$ cat config.mk
export PLATFORM = sky130hd
export DESIGN_NAME = uart_receiver_param
export DESIGN_NICKNAME = d
export VERILOG_FILES = /design/src/rtl/uart_receiver_param.sv
export SDC_FILE = /design/constraint.sdc
export NUM_CORES = 1
export LEC_CHECK = 0
export CORE_MARGIN = 2
export CORE_UTILIZATION = 55
export CTS_CLUSTER_DIAMETER = 150
export DETAILED_ROUTE_END_ITERATION = 8
export PLACE_DENSITY = 0.88
export SYNTH_ARGS = -nofsm -noshare
export SYNTH_HDL_FRONTEND = slang
export SYNTH_SLANG_ARGS = --single-unit
$ cat constraint.sdc
create_clock -name clk -period 4.3 [get_ports clk]
set_input_delay 0.645 -clock clk [delete_from_list [all_inputs] [get_ports clk]]
set_output_delay 0.645 -clock clk [all_outputs]
set_load 0.01 [all_outputs]
$ cat src/rtl/uart_receiver_param.sv
// uart_receiver_param: oversampling UART receiver with 2-of-3 majority sampling, false-start
// rejection and framing/break/parity status. Optional parity stage: `UART_RX_PARITY_EN.
module uart_receiver_param #(
  parameter int unsigned CLK_FREQ   = 100_000_000,
  parameter int unsigned BAUD_RATE  = 115200,
  parameter int unsigned OVERSAMPLE = 16,
  parameter int unsigned DATA_BITS  = 8,
  parameter int unsigned STOP_BITS  = 1,
  parameter int unsigned PARITY     = 0
) (
  input  logic                 clk,
  input  logic                 reset,
  input  logic                 rx,
  output logic [DATA_BITS-1:0] data,
  output logic                 data_ready,
  output logic                 framing_error,
  output logic                 break_detect,
  output logic                 parity_error
);

  localparam int unsigned TICK_DEN = BAUD_RATE * OVERSAMPLE;
  localparam int unsigned DIV_RAW  = (CLK_FREQ + TICK_DEN / 2) / TICK_DEN;
  localparam int unsigned DIV      = (DIV_RAW < 1) ? 1 : DIV_RAW;
  localparam int unsigned DIV_W    = (DIV > 1) ? $clog2(DIV) : 1;
  localparam int unsigned TICK_W   = $clog2(OVERSAMPLE);
  localparam int unsigned IDX_W    = $clog2(DATA_BITS);
  localparam int unsigned SAMP_A   = OVERSAMPLE / 2 - 1;
  localparam int unsigned SAMP_B   = OVERSAMPLE / 2;
  localparam int unsigned SAMP_C   = OVERSAMPLE / 2 + 1;

  if (OVERSAMPLE < 8 || OVERSAMPLE > 32 || (OVERSAMPLE % 2) != 0 ||
      DATA_BITS < 5 || DATA_BITS > 8 || STOP_BITS < 1 || STOP_BITS > 2 ||
      PARITY > 2) begin : g_bad_cfg
    $error("uart_receiver_param: illegal parameter set");
  end

`ifdef UART_RX_PARITY_EN
  typedef enum logic [2:0] {
    S_IDLE      = 3'd0,
    S_START     = 3'd1,
    S_DATA      = 3'd2,
    S_PARITY    = 3'd3,
    S_STOP      = 3'd4,
    S_WAIT_IDLE = 3'd5
  } state_t;
  localparam bit PAR_ON  = (PARITY != 0);
  localparam bit PAR_ODD = (PARITY == 2);
`else
  typedef enum logic [2:0] {
    S_IDLE      = 3'd0,
    S_START     = 3'd1,
    S_DATA      = 3'd2,
    S_STOP      = 3'd4,
    S_WAIT_IDLE = 3'd5
  } state_t;
`endif

  state_t               r_state;
  state_t               w_state_nxt;
  logic [2:0]           r_rx_sync;
  logic [DIV_W-1:0]     r_div;
  logic [TICK_W-1:0]    r_tick;
  logic                 r_s1;
  logic                 r_s2;
  logic [IDX_W-1:0]     r_idx;
  logic [DATA_BITS-1:0] r_shift;
  logic                 r_stop_cnt;
  logic                 r_stop_low;
  logic                 r_first_low;
  logic                 r_par_err;

  logic w_rx_s;
  logic w_tick;
  logic w_samp_a;
  logic w_samp_b;
  logic w_resolve;
  logic w_vote;
  logic w_last_stop;
  logic w_stop_bad;
  logic w_first_low;
  logic w_done;
  logic w_fe_nxt;
  logic w_bd_nxt;
  logic w_pe_nxt;

  assign w_rx_s      = r_rx_sync[2];
  assign w_tick      = (r_div == DIV_W'(DIV - 1));
  assign w_samp_a    = w_tick && (r_tick == TICK_W'(SAMP_A));
  assign w_samp_b    = w_tick && (r_tick == TICK_W'(SAMP_B));
  assign w_resolve   = w_tick && (r_tick == TICK_W'(SAMP_C));
  assign w_vote      = (r_s1 & r_s2) | (r_s1 & w_rx_s) | (r_s2 & w_rx_s);
  assign w_last_stop = (r_stop_cnt == 1'(STOP_BITS - 1));
  assign w_stop_bad  = r_stop_low | ~w_vote;
  assign w_first_low = (r_stop_cnt == 1'b0) ? ~w_vote : r_first_low;

  always_ff @(posedge clk or posedge reset) begin
    if (reset) r_rx_sync <= 3'b111;
    else       r_rx_sync <= {r_rx_sync[1:0], rx};
  end

  // Counters sit at zero while idle so tick 0 starts on the synchronised falling edge.
  always_ff @(posedge clk or posedge reset) begin
    if (reset) begin
      r_div  <= '0;
      r_tick <= '0;
    end else if (r_state == S_IDLE) begin
      r_div  <= '0;
      r_tick <= '0;
    end else if (w_tick) begin
      r_div  <= '0;
      r_tick <= (r_tick == TICK_W'(OVERSAMPLE - 1)) ? '0 : r_tick + TICK_W'(1);
    end else begin
      r_div  <= r_div + DIV_W'(1);
    end
  end

  always_ff @(posedge clk or posedge reset) begin
    if (reset) r_state <= S_IDLE;
    else       r_state <= w_state_nxt;
  end

  always_comb begin
    w_state_nxt = r_state;
    case (r_state)
      S_IDLE:      if (!w_rx_s) w_state_nxt = S_START;
      S_START:     if (w_resolve) w_state_nxt = w_vote ? S_IDLE : S_DATA;
      S_DATA: begin
        if (w_resolve && (r_idx == IDX_W'(DATA_BITS - 1))) begin
`ifdef UART_RX_PARITY_EN
          w_state_nxt = PAR_ON ? S_PARITY : S_STOP;
`else
          w_state_nxt = S_STOP;
`endif
        end
      end
`ifdef UART_RX_PARITY_EN
      S_PARITY:    if (w_resolve) w_state_nxt = S_STOP;
`endif
      S_STOP:      if (w_resolve && w_last_stop) w_state_nxt = w_stop_bad ? S_WAIT_IDLE : S_IDLE;
      S_WAIT_IDLE: if (w_rx_s) w_state_nxt = S_IDLE;
      default:     w_state_nxt = S_IDLE;
    endcase
  end

  always_comb begin
    w_done   = 1'b0;
    w_fe_nxt = 1'b0;
    w_bd_nxt = 1'b0;
    w_pe_nxt = 1'b0;
    if ((r_state == S_STOP) && w_resolve && w_last_stop) begin
      w_done   = 1'b1;
      w_fe_nxt = w_stop_bad;
      w_bd_nxt = (r_shift == '0) && w_first_low;
      w_pe_nxt = r_par_err;
    end
  end

  // Sample shift register and per-frame stop status.
  always_ff @(posedge clk or posedge reset) begin
    if (reset) begin
      r_s1        <= 1'b1;
      r_s2        <= 1'b1;
      r_idx       <= '0;
      r_shift     <= '0;
      r_stop_cnt  <= 1'b0;
      r_stop_low  <= 1'b0;
      r_first_low <= 1'b0;
    end else begin
      if (w_samp_a) r_s1 <= w_rx_s;
      if (w_samp_b) r_s2 <= w_rx_s;
      case (r_state)
        S_IDLE: begin
          r_idx       <= '0;
          r_stop_cnt  <= 1'b0;
          r_stop_low  <= 1'b0;
          r_first_low <= 1'b0;
        end
        S_DATA: begin
          if (w_resolve) begin
            r_shift[r_idx] <= w_vote;
            r_idx          <= r_idx + IDX_W'(1);
          end
        end
        S_STOP: begin
          if (w_resolve) begin
            r_stop_cnt <= r_stop_cnt + 1'b1;
            r_stop_low <= w_stop_bad;
            if (r_stop_cnt == 1'b0) r_first_low <= ~w_vote;
          end
        end
        default: ;
      endcase
    end
  end

`ifdef UART_RX_PARITY_EN
  always_ff @(posedge clk or posedge reset) begin
    if (reset) begin
      r_par_err <= 1'b0;
    end else if (r_state == S_IDLE) begin
      r_par_err <= 1'b0;
    end else if ((r_state == S_PARITY) && w_resolve) begin
      r_par_err <= w_vote ^ (^r_shift) ^ PAR_ODD;
    end
  end
`else
  assign r_par_err = 1'b0;
`endif

  always_ff @(posedge clk or posedge reset) begin
    if (reset) begin
      data          <= '0;
      data_ready    <= 1'b0;
      framing_error <= 1'b0;
      break_detect  <= 1'b0;
      parity_error  <= 1'b0;
    end else begin
      data_ready    <= w_done;
      framing_error <= w_fe_nxt;
      break_detect  <= w_bd_nxt;
      parity_error  <= w_pe_nxt;
      if (w_done) data <= r_shift;
    end
  end

endmodule

==> results of run 1 <==
[cells in the final DEF, fill, tap and decap left out, types with 3 or more instances in the layout]
master           synthesis  final
a21oi_1                  7      7
clkbuf_8                 0      6
clkdlybuf4s50_1          0     13
dfrtp_1                 37     37
dfstp_2                  5      5
ha_1                     7      7
inv_1                    7      7
mux2_2                   9      9
nand2_1                 36     36
nand2b_1                 5      5
nand3_1                  8      8
nand4_1                  3      3
nor2_1                  13     13
nor3_1                   6      6
nor4_1                   4      4
o21a_1                   4      4
o21ai_0                  6      6
xor2_1                   3      3
[layout make-up]
class / instances / area (µm²)
Clock inverter: 1 / 5.00
Clock buffer: 7 / 86.3
Timing Repair Buffer: 14 / 138
Tap cell: 48 / 60.1
Inverter: 7 / 26.3
Sequential cell: 42 / 1060
Fill cell: 291 / 1320
Multi-Input combinational cell: 145 / 913
[path summary, 6_finish.rpt]
| kind | cells after the start | to | slack (ns) | startpoint |
|---|---|---|---|---|
| worst max-delay path | 6 | r_shift[6] | 2.38 | r_div[1] |
| worst max register to register | 6 | r_shift[6] | 2.38 | r_div[1] |
| worst min-delay path | 0 | r_rx_sync[2] | 0.36 | r_rx_sync[1] |
| worst min register to register | 0 | r_rx_sync[2] | 0.36 | r_rx_sync[1] |
| max in group asynchronous | 3 | r_s1 | 3.16 | reset |
| min in group asynchronous | 3 | r_tick[2] | 0.77 | reset |
[through the flow]
| stage | std cells | utilization | instance area, µm² |
|---|---|---|---|
| 2_1_floorplan | 201 | - | 2030 |
| 3_3_place_gp | 256 | 0.609 | 2190 |
| 3_5_place_dp | 256 | 0.609 | 2190 |
| 4_1_cts | 264 | 0.634 | 2290 |
| 5_1_grt | 264 | 0.634 | 2290 |
| 6_report | 264 | 0.634 | 2290 |
[report_power, final]
part           switching, mW  total, mW  internal (mW)  leakage (nW)
sequential           0.00123      0.399          0.397         0.554
clock                  0.127      0.256          0.129        0.0482
combinational        0.00809     0.0104        0.00234         0.430
total                  0.136      0.665          0.529          1.03
[worst max-delay path, cell delays in order, from the launching register on]
cell and delay [ns]:
dfrtp_1 0.39, inv_1 0.06, ha_1 0.23, and4b_2 0.30
nand2_2 0.12, nor4_1 0.33, mux2_2 0.37
[flip-flops by register name, summed over array words and instances, names as in the netlist, 3 cells and up]
name and cells:
r_rx_sync 3, r_div 6, data 8, r_shift 8, r_state 3, r_idx 3
r_tick 4
[cells by family (layout without fill, tap and decap cells)]
family                     after synthesis  after routing
DFF                                     42             42
other                                    1              1
adders and majority gates                7              7
AOI/OAI and AO/OA                       28             28
and+or+nand+nor                         95             95
xor gates and xnor gates                 5              5
muxes                                    9              9
buffers and inverters                   14             29
[routing by layer]
metal	global-route usage	routed length (µm)	up-vias
li1	-	-	729
met1	0.254	1630	732
met2	0.348	1900	46
met3	0.0608	193	9
met4	0.106	89	0
met5	0	0	-
==> out/metrics.yaml, run 1 <==
clock_network:
  htreeDepth: 2
  cts_setup_buffers: 0
  ctsHoldBuffers: 0
  cts_buffers: 5
  cts_sinks: 42
  postCtsResizedCells: 0
  cts_root_buf: "clkbuf_8"
  cts_tree: "yes"
  clk_path_buf_depth: 2
  insertion_delay_ns: 0.30
  clk_pin_slew_ns: 0.07
sta:
  min_period_ns: 1.92
  finalClockSkew_ns: 0.00517
  hold_viol: 0
  fmax_mhz: 520
  tightestPinTransition_ns: 0.555
  setup_ws_ns: 2.38
  final.setup.tns_ns: 0
  relSlewSlack: 0.627
  hold-worst-slack_ns: 0.358
  fin_crit_sh: 0.448
  setup_viol: 0
  slew_viol_final: 0
  rsz0062_at_grt: "false"
synth:
  synth_largest_area_cell: "dfrtp_1"
  synth_area_per_cell_um2: 10.1
  synth_compound_area_frac: 0.0893
  synth_top_area_frac: 0.456
  syn_nets: 211
  synthArstFlopShare: 1.00
  synth-simple-area-share: 0.244
  synth_xor_xnor_area_share: 0.0216
  synth-seq-cells: 42
  synth.area.mux_share: 0.0499
  synth_ff_type: "dfrtp_1"
  synthTopCellsByArea: "dfrtp_1, nand2_1, dfstp_2, mux2_2, ha_1"
  syn_area_um2: 2030
  synth_most_common_cell: "dfrtp_1"
  synth_common_cells: "dfrtp_1, nand2_1, nor2_1, mux2_2, nand3_1"
  seq_area_frac_synth: 0.521
  yosys_warnings: 0
  synth_top_family_by_area: "simple AND/OR/NAND/NOR gates"
  synthCells: 201
  synth_adder_area_share: 0.0431
  synth_edf_count: 0
  ys_types: 46
flow_run:
  drv_cap: 0
route:
  drt_iter0_markers: 100
  wl_per_cell_um: 14.4
  first_pass_iters: 4
  detail-route-antenna-nets: 0
  drcViolationCount: 0
  vias: 1516
  wl_um: 3810
  viasPerCell: 5.74
global_routing:
  grt_pass1_wl_um: 6690
  grtUsageTotal: 0.212
  overflow: 0
  grt_max_degree: 43
  grt_pass1_vias: 1462
  antenna_found_initial: 0
cells_and_area:
  drive_gt1_frac: 0.144
  diodes: 0
  area_growth_pct: 12.6
  finalNetCount: 225
critical_path:
  worstSetupPathType: "flip-flop to flip-flop"
  crit_arrival_ns: 2.11
  worst-path-max-fanout: 8
  cp-end-kind: "flip-flop"
  start_kind: "flip-flop"
  worstPathRequired_ns: 4.48
floorplan:
  ios: 15
  die_w_um: 64.8
  rows: 22
  die-height_um: 64.8
  core_um2: 3610
  initial_core_util: 0.563
  dieArea_um2: 4190
power:
  cellLeakagePower_nw: 1.03
  ir_worst_vdd_mv: 0.238
  power.density_nw_per_um2: 291
  power_mw: 0.665
min_path:
  min_path_type: "flip-flop to flip-flop"
placed_design:
  portBuffers: 13
  place_ws_ns: 2.38
  gp_congestion: 0.862
  dp_hpwl_um: 2620
status:
  status: "finished, final reports clean"
No activity file was read; power rests on OpenSTA's default activity.
==> inputs of run 2 (changes only) <==
CORE_UTILIZATION = 52   (was 55)
PLACE_DENSITY = 0.87   (was 0.88)
clock period = 1.7 ns   (was 4.3 ns; I/O delays follow)
==> run 2 against run 1 <==
Compared with the run above:
- maximum frequency is 11% higher
- register-to-register slack lost 2.4 ns
- worst hold slack got worse by 0.054 ns
- clock-buffer cell count shrank 1
- largest cell class unchanged
- worst setup slack lost 2.4 ns
- largest power group unchanged
- the flow now finishes with violations (setup timing)
- critical path depth did not move
- power grew to 2.5 times the previous value
==> out/metrics.yaml, run 2 (synthesized netlist as in run 1, its figures left out) <==
clock_network:
  cts_sinks: 42  # unchanged
  clk_path_buf_depth: 2  # unchanged
  cts_tree: "yes"
  clk_pin_slew_ns: 0.08  # about the same
  insertion_delay_ns: 0.30  # about the same
  cts_root_buf: "clkbuf_8"
  ctsHoldBuffers: 0  # unchanged
  htreeDepth: 2  # unchanged
  cts_buffers: 5  # unchanged
global_routing:
  grt_pass1_wl_um: 7180  # +7.3%
  grt_pass1_vias: 1576  # +7.8%
  antenna_found_initial: 0  # unchanged
  grtUsageTotal: 0.220  # +0.00838
  overflow: 0  # unchanged
  grt_max_degree: 43  # unchanged
critical_path:
  start_kind: "flip-flop"
  worstPathRequired_ns: 1.89  # -2.59 ns
  worst-path-max-fanout: 7  # -1
  cp-end-kind: "flip-flop"
  crit_arrival_ns: 1.93  # -0.18 ns
  worstSetupPathType: "flip-flop to flip-flop"
sta:
  setup_ws_ns: -0.0386  # -2.41 ns
  final.setup.tns_ns: -0.0944  # -0.0944 ns
  rsz0062_at_grt: "true"
  hold_viol: 0  # unchanged
  fin_crit_sh: 1.02  # +0.575
  min_period_ns: 1.74  # -0.186 ns
  slew_viol_final: 0  # unchanged
  fmax_mhz: 575  # +11%
  setup_viol: 5  # +5
  finalClockSkew_ns: 0.00886  # +0.00369 ns
power:
  power.density_nw_per_um2: 648  # +120%
  p_int_mw: 1.30  # +150%
  swShare: 0.225  # +0.0203
  clkPwrFrac: 0.382  # -0.003
  power_frac_seq: 0.600  # about the same
  ir_worst_vdd_mv: 0.642  # +170%
  p_sw_mw: 0.378  # +180%
  combinationalPowerShare: 0.018  # +0.002
  cellLeakagePower_nw: 1.20  # +16%
cells_and_area:
  fin_area_um2: 2590  # +14%
  final_util: 0.698  # +0.0644
  mostFrequentLayoutCells: "dfrtp_1, nand2_1, buf_4"
  finalNetCount: 247  # +9.8%
  layout.cells.non_filler: 286  # +8.3%
  drive_gt1_frac: 0.282  # +0.138
  diodes: 0  # unchanged
  final_common_cell: "dfrtp_1"
  top_regs: "data x8, r_shift x8, r_div x6"
  area_growth_pct: 27.8
  n_fill_cell: 262  # -10%
status:
  violations: "setup timing"
  status: "finished with violations"
min_path:
  min_path_type: "input pin to asynchronous set/reset pin"
route:
  drt_iter0_markers: 145  # +45%
  detail-route-antenna-nets: 0  # unchanged
  drcViolationCount: 0  # unchanged
  wl_um: 4490  # +18%
  vias: 1666  # +9.9%
  viasPerCell: 5.83  # +1.4%
  first_pass_iters: 4  # unchanged
  wl_per_cell_um: 15.7  # +8.8%
placed_design:
  dpl-instance-area_um2: 2370  # +7.9%
  portBuffers: 13  # unchanged
  gp_congestion: 0.916  # +6.2%
  dp_hpwl_um: 2810  # +7.1%
  numPlacedInstances: 274  # +7.0%
floorplan:
  initial_core_util: 0.546  # -0.0167
  core_um2: 3720  # +3.1%
  die_w_um: 66.5  # +2.7%
  rows: 22  # unchanged
  dieArea_um2: 4420  # +5.4%
  die-height_um: 66.5  # +2.7%
  ios: 15  # unchanged
flow_run:
  drv_cap: 0  # unchanged
run 2: cell types whose count changed in the layout (fill, tap and decap cells not counted), moves of 3 or more:
| cell | before | now |
|---|---|---|
| nor3_1 | 6 | 1 |
| buf_4 | 1 | 22 |
| mux2_2 | 9 | 4 |
| mux2_4 | 0 | 5 |
| nor3_4 | 0 | 3 |
run 2: repair_timing:
| item | CTS | global route |
|---|---|---|
| setup buffers | 2 | 2 |
| pin swaps | 5 | 3 |
| setup endpoints to repair | 15 | 19 |
| resized for setup | 4 | 19 |
| cloned | 0 | 0 |
run 2: final cells by class:
type	instances	area, µm²	share of cell area
inverters	7	26.3	0.0101
repair buffers	36	315	0.122
clock buffers	6	72.6	0.0280
flip-flops and latches	42	1060	0.407
well taps	48	60.1	0.0231
clock inverters	2	13.8	0.00530
multi-input cells	145	1050	0.405
run 2: metrics by stage:
step                worst slack [ns]  hold slack, ns  power [mW]
detailed placement           -0.0844           0.348        1.06
CTS                          -0.0347           0.316        1.68
floorplan                    0.00870           0.259        1.04
global placement             -0.0212           0.346        1.06
finish                       -0.0386           0.304        1.68
global route                  -0.103           0.358        1.74
run 2: metal layers:
metal	GRT usage	vias up	part of all wire
met5	0	-	0
met2	0.326	56	0.50
met3	0.0676	8	0.042
met1	0.293	820	0.44
met4	0.110	0	0.018
li1	-	782	-
run 2: worst max-delay path, stage by stage, from the launching register on:
cell,delay [ns]
dfrtp_1,0.40
inv_2,0.09
ha_4,0.13
and4b_2,0.30
nand3_4,0.19
nor4_4,0.20
mux2_4,0.33
run 2: worst paths after layout:
path / from / endpoint / slack [ns] / cells after the start
min in group clk: r_rx_sync[1] / r_rx_sync[2] / 0.36 / 0
max: r_tick[1] / r_shift[1] / -0.04 / 6
max in group asynchronous: reset / r_rx_sync[1] / 1.14 / 3
max reg2reg: r_tick[1] / r_shift[1] / -0.04 / 6
min reg2reg: r_rx_sync[1] / r_rx_sync[2] / 0.36 / 0
min: reset / framing_error / 0.30 / 3
run 2: power by group through the flow:
stage | combinational, mW | sequential [mW] | clock, mW
2_1_floorplan | 0.0179 | 1.03 | 0
3_5_place_dp | 0.0318 | 1.03 | 0
3_3_place_gp | 0.0315 | 1.03 | 0
6_report | 0.0299 | 1.01 | 0.643
4_1_cts | 0.0318 | 1.01 | 0.644
5_1_grt | 0.0350 | 1.01 | 0.693
